<file path="src/rtl/bsswap_axis.sv">
// AXI-Stream byte-lane permuter with a per-packet latched lane order, a
// registered output stage and a skid entry so s_tready never depends on m_tready.

module bsswap_lane (
  input  logic [1:0]      mode,
  input  logic [3:0][7:0] cand,
  input  logic [3:0]      cand_keep,
  output logic [7:0]      lane_byte,
  output logic            lane_keep
);
  // cand/cand_keep are pre-wired per lane: 0 identity, 1 reverse, 2 swap8, 3 swap16
  assign lane_byte = cand[mode];
  assign lane_keep = cand_keep[mode];
endmodule

module bsswap_axis #(
  parameter int BYTES    = 4,
  parameter int CNT_BITS = 16
) (
  input  logic                  clk,
  input  logic                  rst_n,
  input  logic [1:0]            cfg_mode,
  input  logic [BYTES*8-1:0]    s_tdata,
  input  logic [BYTES-1:0]      s_tkeep,
  input  logic                  s_tlast,
  input  logic                  s_tvalid,
  output logic                  s_tready,
  output logic [BYTES*8-1:0]    m_tdata,
  output logic [BYTES-1:0]      m_tkeep,
  output logic                  m_tlast,
  output logic                  m_tvalid,
  input  logic                  m_tready,
  output logic [CNT_BITS-1:0]   pkt_cnt
);

  if (!(BYTES == 2 || BYTES == 4 || BYTES == 8 || BYTES == 16)) begin : g_bad_bytes
    $error("bsswap_axis: BYTES must be 2, 4, 8 or 16");
  end

  typedef struct packed {
    logic [BYTES-1:0][7:0] data;
    logic [BYTES-1:0]      keep;
    logic                  last;
  } beat_t;

  logic [BYTES-1:0][7:0] in_b;
  logic [BYTES-1:0][7:0] perm_data;
  logic [BYTES-1:0]      perm_keep;
  beat_t                 in_beat, out_q, skid_q;
  logic                  out_vld, skid_vld, run, sop;
  logic [1:0]            mode_q, mode;
  logic                  s_acc, m_acc;

  assign in_b  = s_tdata;
  // First beat of a packet uses the live cfg_mode; the rest use the latched copy
  assign mode  = sop ? cfg_mode : mode_q;
  assign s_acc = s_tvalid & s_tready;
  assign m_acc = m_tvalid & m_tready;

  for (genvar k = 0; k < BYTES; k++) begin : g_lane
    localparam int REV  = BYTES - 1 - k;
    localparam int SW8  = k ^ 1;
    // A 2-byte bus has no second 16-bit half, so swap16 degenerates to identity
    localparam int SW16 = (BYTES > 2) ? (k ^ 2) : k;
    bsswap_lane u_lane (
      .mode      (mode),
      .cand      ({in_b[SW16], in_b[SW8], in_b[REV], in_b[k]}),
      .cand_keep ({s_tkeep[SW16], s_tkeep[SW8], s_tkeep[REV], s_tkeep[k]}),
      .lane_byte (perm_data[k]),
      .lane_keep (perm_keep[k])
    );
  end

  assign in_beat = {perm_data, perm_keep, s_tlast};

  always_ff @(posedge clk) begin
    if (!rst_n) begin
      run      <= 1'b0;
      sop      <= 1'b1;
      mode_q   <= 2'd0;
      out_vld  <= 1'b0;
      skid_vld <= 1'b0;
      out_q    <= '0;
      skid_q   <= '0;
      pkt_cnt  <= '0;
    end else begin
      run <= 1'b1;
      if (s_acc) begin
        sop <= s_tlast;
        if (sop) mode_q <= cfg_mode;
      end
      if (!out_vld || m_acc) begin
        if (skid_vld) begin
          out_q    <= skid_q;
          out_vld  <= 1'b1;
          skid_vld <= s_acc;
          if (s_acc) skid_q <= in_beat;
        end else if (s_acc) begin
          out_q   <= in_beat;
          out_vld <= 1'b1;
        end else begin
          out_vld <= 1'b0;
        end
      end else if (s_acc) begin
        skid_q   <= in_beat;
        skid_vld <= 1'b1;
      end
      if (m_acc && out_q.last) pkt_cnt <= pkt_cnt + CNT_BITS'(1);
    end
  end

  assign s_tready = run & ~skid_vld;
  assign m_tvalid = out_vld;
  assign m_tdata  = out_q.data;
  assign m_tkeep  = out_q.keep;
  assign m_tlast  = out_q.last;

endmodule

</file>
<file path="config.mk">
export PLATFORM = sky130hd
export DESIGN_NAME = bsswap_axis
export DESIGN_NICKNAME = d
export VERILOG_FILES = /design/src/rtl/bsswap_axis.sv
export SDC_FILE = /design/constraint.sdc
export NUM_CORES = 1
export LEC_CHECK = 0
export ABC_AREA = 0
export BUFFER_PORTS_ARGS = -buffer_cell sky130_fd_sc_hd__buf_2
export CORE_ASPECT_RATIO = 0.7
export CORE_MARGIN = 1.5
export CORE_UTILIZATION = 50
export DETAILED_ROUTE_END_ITERATION = 10
export GPL_ROUTABILITY_DRIVEN = 0
export HOLD_SLACK_MARGIN = 0.12
export PLACE_DENSITY = 0.77
export SYNTH_ARGS = -nofsm -noshare
export SYNTH_HDL_FRONTEND = slang
export SYNTH_HIERARCHICAL = 1
export SYNTH_SLANG_ARGS = --single-unit
</file>
<file path="constraint.sdc">
create_clock -name clk -period 1.6 [get_ports clk]
set_input_delay 0 -clock clk [delete_from_list [all_inputs] [get_ports clk]]
set_output_delay 0 -clock clk [all_outputs]
set_load 0.01 [all_outputs]
</file>
==> flow_metrics.tcl, run 1 <==
set metrics [dict create \
    outcome "finished with violations" \
    violations "setup timing" \
    ys.warnings.count 6 \
    die_x_um 119 \
    final_nets 628 \
    r2r_cells 5 \
    endpoint "m_tdata[29]" \
    clockBufferDepth 2 \
    vias 4108 \
    crit_required_ns 1.81 \
    hold_viol_final 0 \
    finalSetupViolCount 60 \
    vdd_drop_max_mv 0.520 \
    p_int_mw 4.15 \
    ys_types 38 \
    grt-ovfl-total 0 \
    cp_num_cells 5 \
    drv_slew 0 \
    cpMaxStageDelayCell "mux4_2" \
    pre_cts_slack_ns -0.175 \
    rsz0062_at_grt "yes" \
    syn_nets 522 \
    period_minus_slack_ns 1.78 \
    root_buffer "clkbuf_16" \
    first_pass_iters 5 \
    path_buf_inv 1 \
    hold_path_class "primary input to register" \
    grt_pass1_vias 3755 \
    final_common_cell "buf_2" \
    avgSynthCellArea_sq_um 9.91 \
    setup_slack_ns -0.183 \
    clk_pin_slew_ns 0.06 \
    grt_max_degree 93 \
    p_leak_nw 2.23 \
    ys_seq_area_share_pct 40.6 \
    cts-buffers-inserted 9 \
    critical_path.max_stage_delay_ns 0.45 \
    die_y_um 84.4 \
    startpoint "sop" \
    setup-tns-final_ns -5.12 \
    io_pins 98 \
    drv_cap 0 \
    clk_latency_ns 0.34 \
    cp_max_fo 5 \
    path_delay_family "multiplexers" \
    final_cell_mix "buf_2 (97), dfxtp_1 (86), nand2_1 (84), nor2_1 (49), a21oi_1 (42)" \
    h-tree-depth 3 \
    slew_headroom_pct 69.5 \
    r2r_end "m_tdata[29]" \
    crit_arrival_ns 2.00 \
    area_delta_synth_final_pct 24.6 \
    max_freq_mhz 561 \
    drc_errors 0 \
    switching_share_pct 26.3 \
    layout-drive-gt1-share_pct 35.1 \
    grt_pass1_wl_um 19500 \
    antenna_found_initial 0 \
    fp.dieArea_sq_mm 0.0101 \
    fin_skew_ns 0.00865 \
    finalWirelength_um 12100 \
    hpwl_um 8270 \
    worstReg2RegStart "sop" \
    wl_per_cell_um 16.9 \
    fp.coreArea_sq_mm 0.00914 \
    num_rows 29 \
    ant_nets 0 \
    drt-initial-drc-count 352 \
    worst_pin_slew_ns 0.453 \
    synthesis.area_sq_mm 0.00474 \
    pwr-share-comb_pct 16.1 \
    clock_sinks 96 \
    p_clk_share_pct 38.8 \
    path_cells "mux2_4, buf_6, mux4_2, mux2i_2, a211oi_2" \
    grt_util_all_layers_pct 24.4 \
    tritoncts "built" \
    vias_per_cell 5.76 \
    powerDensity_mw_per_mm2 954 \
    worst-setup-path-type "register to register" \
    io_buffers 97 \
    p_sw_mw 1.48 \
    reg2reg_slack_ns -0.18 \
    fin_crit_sh_pct 111 \
    critPathCaptureType "register" \
    ys_ff_latch 96 \
    start_kind "register" \
    start_util_pct 51.8 \
    diodes 0 \
    synthCells 478 \
    seqPwrFrac_pct 45.1 \
]
worst register-to-register path, delay by kind of cell, from the launching register on:
family | cells | cell delay [ns]
AOI/OAI and AO/OA | 1 | 0.10
buffers and inverters | 1 | 0.15
DFF | 1 | 0.36
muxes | 3 | 1.05
power by group through the flow:
stage	sequential, mW	clock, mW	combinational [mW]
6_report	2.54	2.19	0.907
5_1_grt	2.54	2.33	0.982
4_1_cts	2.54	2.24	0.899
3_5_place_dp	2.59	0	0.878
3_3_place_gp	2.59	0	0.855
2_1_floorplan	2.61	0	0.554
cells in the mapped netlist (all sizes together):
cell type	instances	area share [%]
a211oi	37	5.9
a21oi	43	4.5
and2	1	0.13
and2b	1	0.16
and3	1	0.13
and3b	1	0.18
and4	2	0.40
buf	21	2.8
clkbuf	17	1.5
dfxtp	96	41
ha	1	0.26
inv	4	0.32
mux2	2	0.48
mux2i	43	9.1
mux4	36	17
nand2	84	6.7
nand2b	1	0.13
nand3	9	1.5
nand4	3	0.40
nor2	50	4.0
nor2b	1	0.13
nor3	4	0.42
nor4	3	0.40
nor4b	1	0.18
o21ai	2	0.21
o31ai	1	0.16
or3	3	0.53
or4	1	0.16
xnor2	4	0.74
xor2	5	0.92
layer usage:
layer  share of wire [%]  track usage, %  vias to the layer above
li1                    -               -                     1940
met1                  45            35.1                     1975
met2                  47            37.7                      178
met3                 7.5            5.37                       15
met4                 1.0            6.17                        0
met5                   0               0                        -
sequential cells by signal, summed over array words and instances, names as in the netlist:
| signal | flops |
|---|---|
| run | 1 |
| m_tdata | 32 |
| skid_vld | 1 |
| m_tkeep | 4 |
| m_tvalid | 1 |
| mode_q | 2 |
| pkt_cnt | 16 |
| m_tlast | 1 |
| sop | 1 |
| skid_q | 37 |
cells by family after synthesis:
family,count (synthesis),synth area share [%]
and+or+nand+nor,166,15.5
xor gates and xnor gates,9,1.66
AOI/OAI and AO/OA,83,10.8
buffers and inverters,42,4.60
muxes,81,26.7
DFF,96,40.6
adders and majority gates,1,0.264
repair_timing:
item / 4_1_cts / 5_1_grt
hold endpoints to repair: 8 / 0
gates resized for setup: 5 / 8
setup endpoints to repair: 58 / 76
cloned: 0 / 0
pin swaps: 5 / 5
buffers inserted: 0 / 1
hold buffers: 3 / 0
metrics by stage:
step	power (mW)	hold slack (ns)	instance area, sq um	cells	util, %
floorplan	3.17	0.0277	4760	478	-
global placement	3.44	0.231	5510	693	60.3
detailed placement	3.47	0.243	5510	693	60.3
CTS	5.68	0.132	5870	712	64.2
global route	5.86	0.165	5900	713	64.5
finish	5.63	0.149	5900	713	64.5
final cells by class:
type                       count  area [sq um]
multi-input combinational    340          2650
timing repair buffer         133           846
clock buffer                   9           225
sequential                    96          1940
tap                          124           155
inverter                       4          15.0
fill                         731          3240
clock inverter                 7          77.6
how the worst min path moves through the flow:
stage | from | endpoint | slack (ns) | cells after the start
after floorplan | rst_n | run | 0.03 | 0
after global placement | rst_n | run | 0.23 | 1
after detailed placement | rst_n | run | 0.24 | 1
after CTS | m_tready | pkt_cnt[2] | 0.13 | 4
after global routing | m_tready | pkt_cnt[2] | 0.17 | 4
final | m_tready | pkt_cnt[2] | 0.15 | 4
(Power assumes the default switching activity.)
==> run 2: changes to the inputs <==
Settings changed: BUFFER_PORTS_ARGS -buffer_cell sky130_fd_sc_hd__buf_2 to -buffer_cell sky130_fd_sc_hd__clkbuf_2.
==> run 2 against run 1 <==
Compared with the run above: the flow still finishes with violations (setup timing); count of clock-buffer cells in the layout increased by 4; register-to-register slack improved by 0.02 ns; global-route usage increased by 0.088 points; die area unchanged; critical path type unchanged; largest cell class unchanged.
==> flow_metrics.tcl, run 2 (synthesis results as in run 1) <==
set metrics [dict create \
    outcome "finished with violations" \
    violations "setup timing" \
    root_buffer "clkbuf_16" \
    io_pins 98 \
    largest_register_ffs 37 \
    antenna_found_initial 0 \
    vias_per_cell 5.75 \
    die_y_um 84.4 \
    slew_headroom_pct 70.7 \
    grt-ovfl-total 0 \
    place_area_sq_mm 0.00550 \
    finalSetupViolCount 44 \
    setup_slack_ns -0.161 \
    crit_required_ns 1.81 \
    wl_per_cell_um 17.0 \
    worst_pin_slew_ns 0.435 \
    diodes 0 \
    endpoint "m_tdata[27]" \
    rsz0062_at_grt "yes" \
    ant_nets 0 \
    worst-setup-path-type "register to register" \
    start_util_pct 51.8 \
    holdPathStages 4 \
    first_pass_iters 5 \
    hpwl_um 8570 \
    final_cell_mix "clkbuf_2 (97), dfxtp_1 (88), nand2_1 (83), nor2_1 (49), mux2i_1 (43)" \
    drt-initial-drc-count 355 \
    final_nets 626 \
    clock_sinks 96 \
    drc_errors 0 \
    r2r_end "m_tdata[27]" \
    fp.coreArea_sq_mm 0.00914 \
    fp.dieArea_sq_mm 0.0101 \
    clockBufferDepth 2 \
    grt_max_degree 93 \
    grt_pass1_vias 3871 \
    period_minus_slack_ns 1.76 \
    r2r_cells 5 \
    startpoint "sop" \
    io_buffers 97 \
    final_common_cell "clkbuf_2" \
    powerDensity_mw_per_mm2 944 \
    hold_path_class "primary input to register" \
    grt_util_all_layers_pct 24.5 \
    start_kind "register" \
    fin_crit_sh_pct 110 \
    vias 4086 \
    h-tree-depth 3 \
    die_x_um 119 \
    drv_slew 0 \
    clk_pin_slew_ns 0.07 \
    reg2reg_slack_ns -0.16 \
    crit_arrival_ns 1.97 \
    drv_cap 0 \
    p_leak_nw 2.16 \
    finalCoreUtilization_pct 64.0 \
    cp_max_fo 12 \
    finalWirelength_um 12100 \
    final_area_sq_mm 0.00585 \
    grt_pass1_wl_um 19400 \
    tritoncts "built" \
    num_rows 29 \
    layout-drive-gt1-share_pct 34.2 \
    cts-buffers-inserted 9 \
    top_register "skid_q" \
    fin_skew_ns 0.00877 \
    worstReg2RegStart "sop" \
    clk_latency_ns 0.34 \
    post_cts_buffers 0 \
    critPathCaptureType "register" \
    vdd_drop_max_mv 0.606 \
    area_delta_synth_final_pct 23.5 \
    hold_viol_final 0 \
    max_freq_mhz 568 \
]
## run 2: layout make-up
cell class | instances | area (sq um)
Clock inverter | 3 | 25.0
Timing Repair Buffer | 131 | 823
Fill cell | 746 | 3290
Multi-Input combinational cell | 340 | 2630
Inverter | 4 | 15.0
Sequential cell | 96 | 1930
Clock buffer | 13 | 270
Tap cell | 124 | 155
## run 2: timing repair
action                                  CTS  global route
pin swaps                                 3             2
hold buffers                              3             0
cloned                                    0             0
endpoints found under the hold margin     8             0
endpoints found under the setup margin   43            69
resized for setup                         2             4
## run 2: per-stage QoR
step | setup slack, ns | hold slack, ns | cells | TNS [ns] | total power [mW]
after floorplan | -0.000385 | 0.0277 | 478 | -0.000385 | 3.17
after global placement | -0.133 | 0.249 | 692 | -2.41 | 3.45
final | -0.161 | 0.143 | 711 | -3.72 | 5.52
after global routing | -0.210 | 0.171 | 711 | -6.58 | 5.73
after CTS | -0.159 | 0.131 | 711 | -3.45 | 5.55
after detailed placement | -0.146 | 0.256 | 692 | -3.05 | 3.47
## run 2: routing by layer
metal / GRT usage [%] / wire length, um / vias to the layer above
met5: 0 / 0 / -
met4: 5.95 / 146 / 0
met3: 7.27 / 862 / 16
met2: 38.4 / 5590 / 154
met1: 33.6 / 5490 / 1976
li1: - / - / 1940
## run 2: worst min path at each step
stage	endpoint	slack [ns]	start
finish	pkt_cnt[2]	0.14	m_tready
global route	pkt_cnt[2]	0.17	m_tready
CTS	pkt_cnt[2]	0.13	m_tready
detailed placement	run	0.26	rst_n
global placement	run	0.25	rst_n
floorplan	run	0.03	rst_n
## run 2: where the power goes
| part | internal, mW | switching, mW | total [mW] |
|---|---|---|---|
| logic | 0.433 | 0.456 | 0.889 |
| clock network | 1.19 | 0.903 | 2.09 |
| registers | 2.48 | 0.0646 | 2.55 |
| total | 4.10 | 1.42 | 5.52 |
## run 2: critical path, cell delays in order (launching register included)
cell      delay (ns)
dfxtp_2         0.35
mux2_4          0.36
buf_12          0.17
mux4_2          0.46
mux2i_1         0.19
a211oi_1        0.10
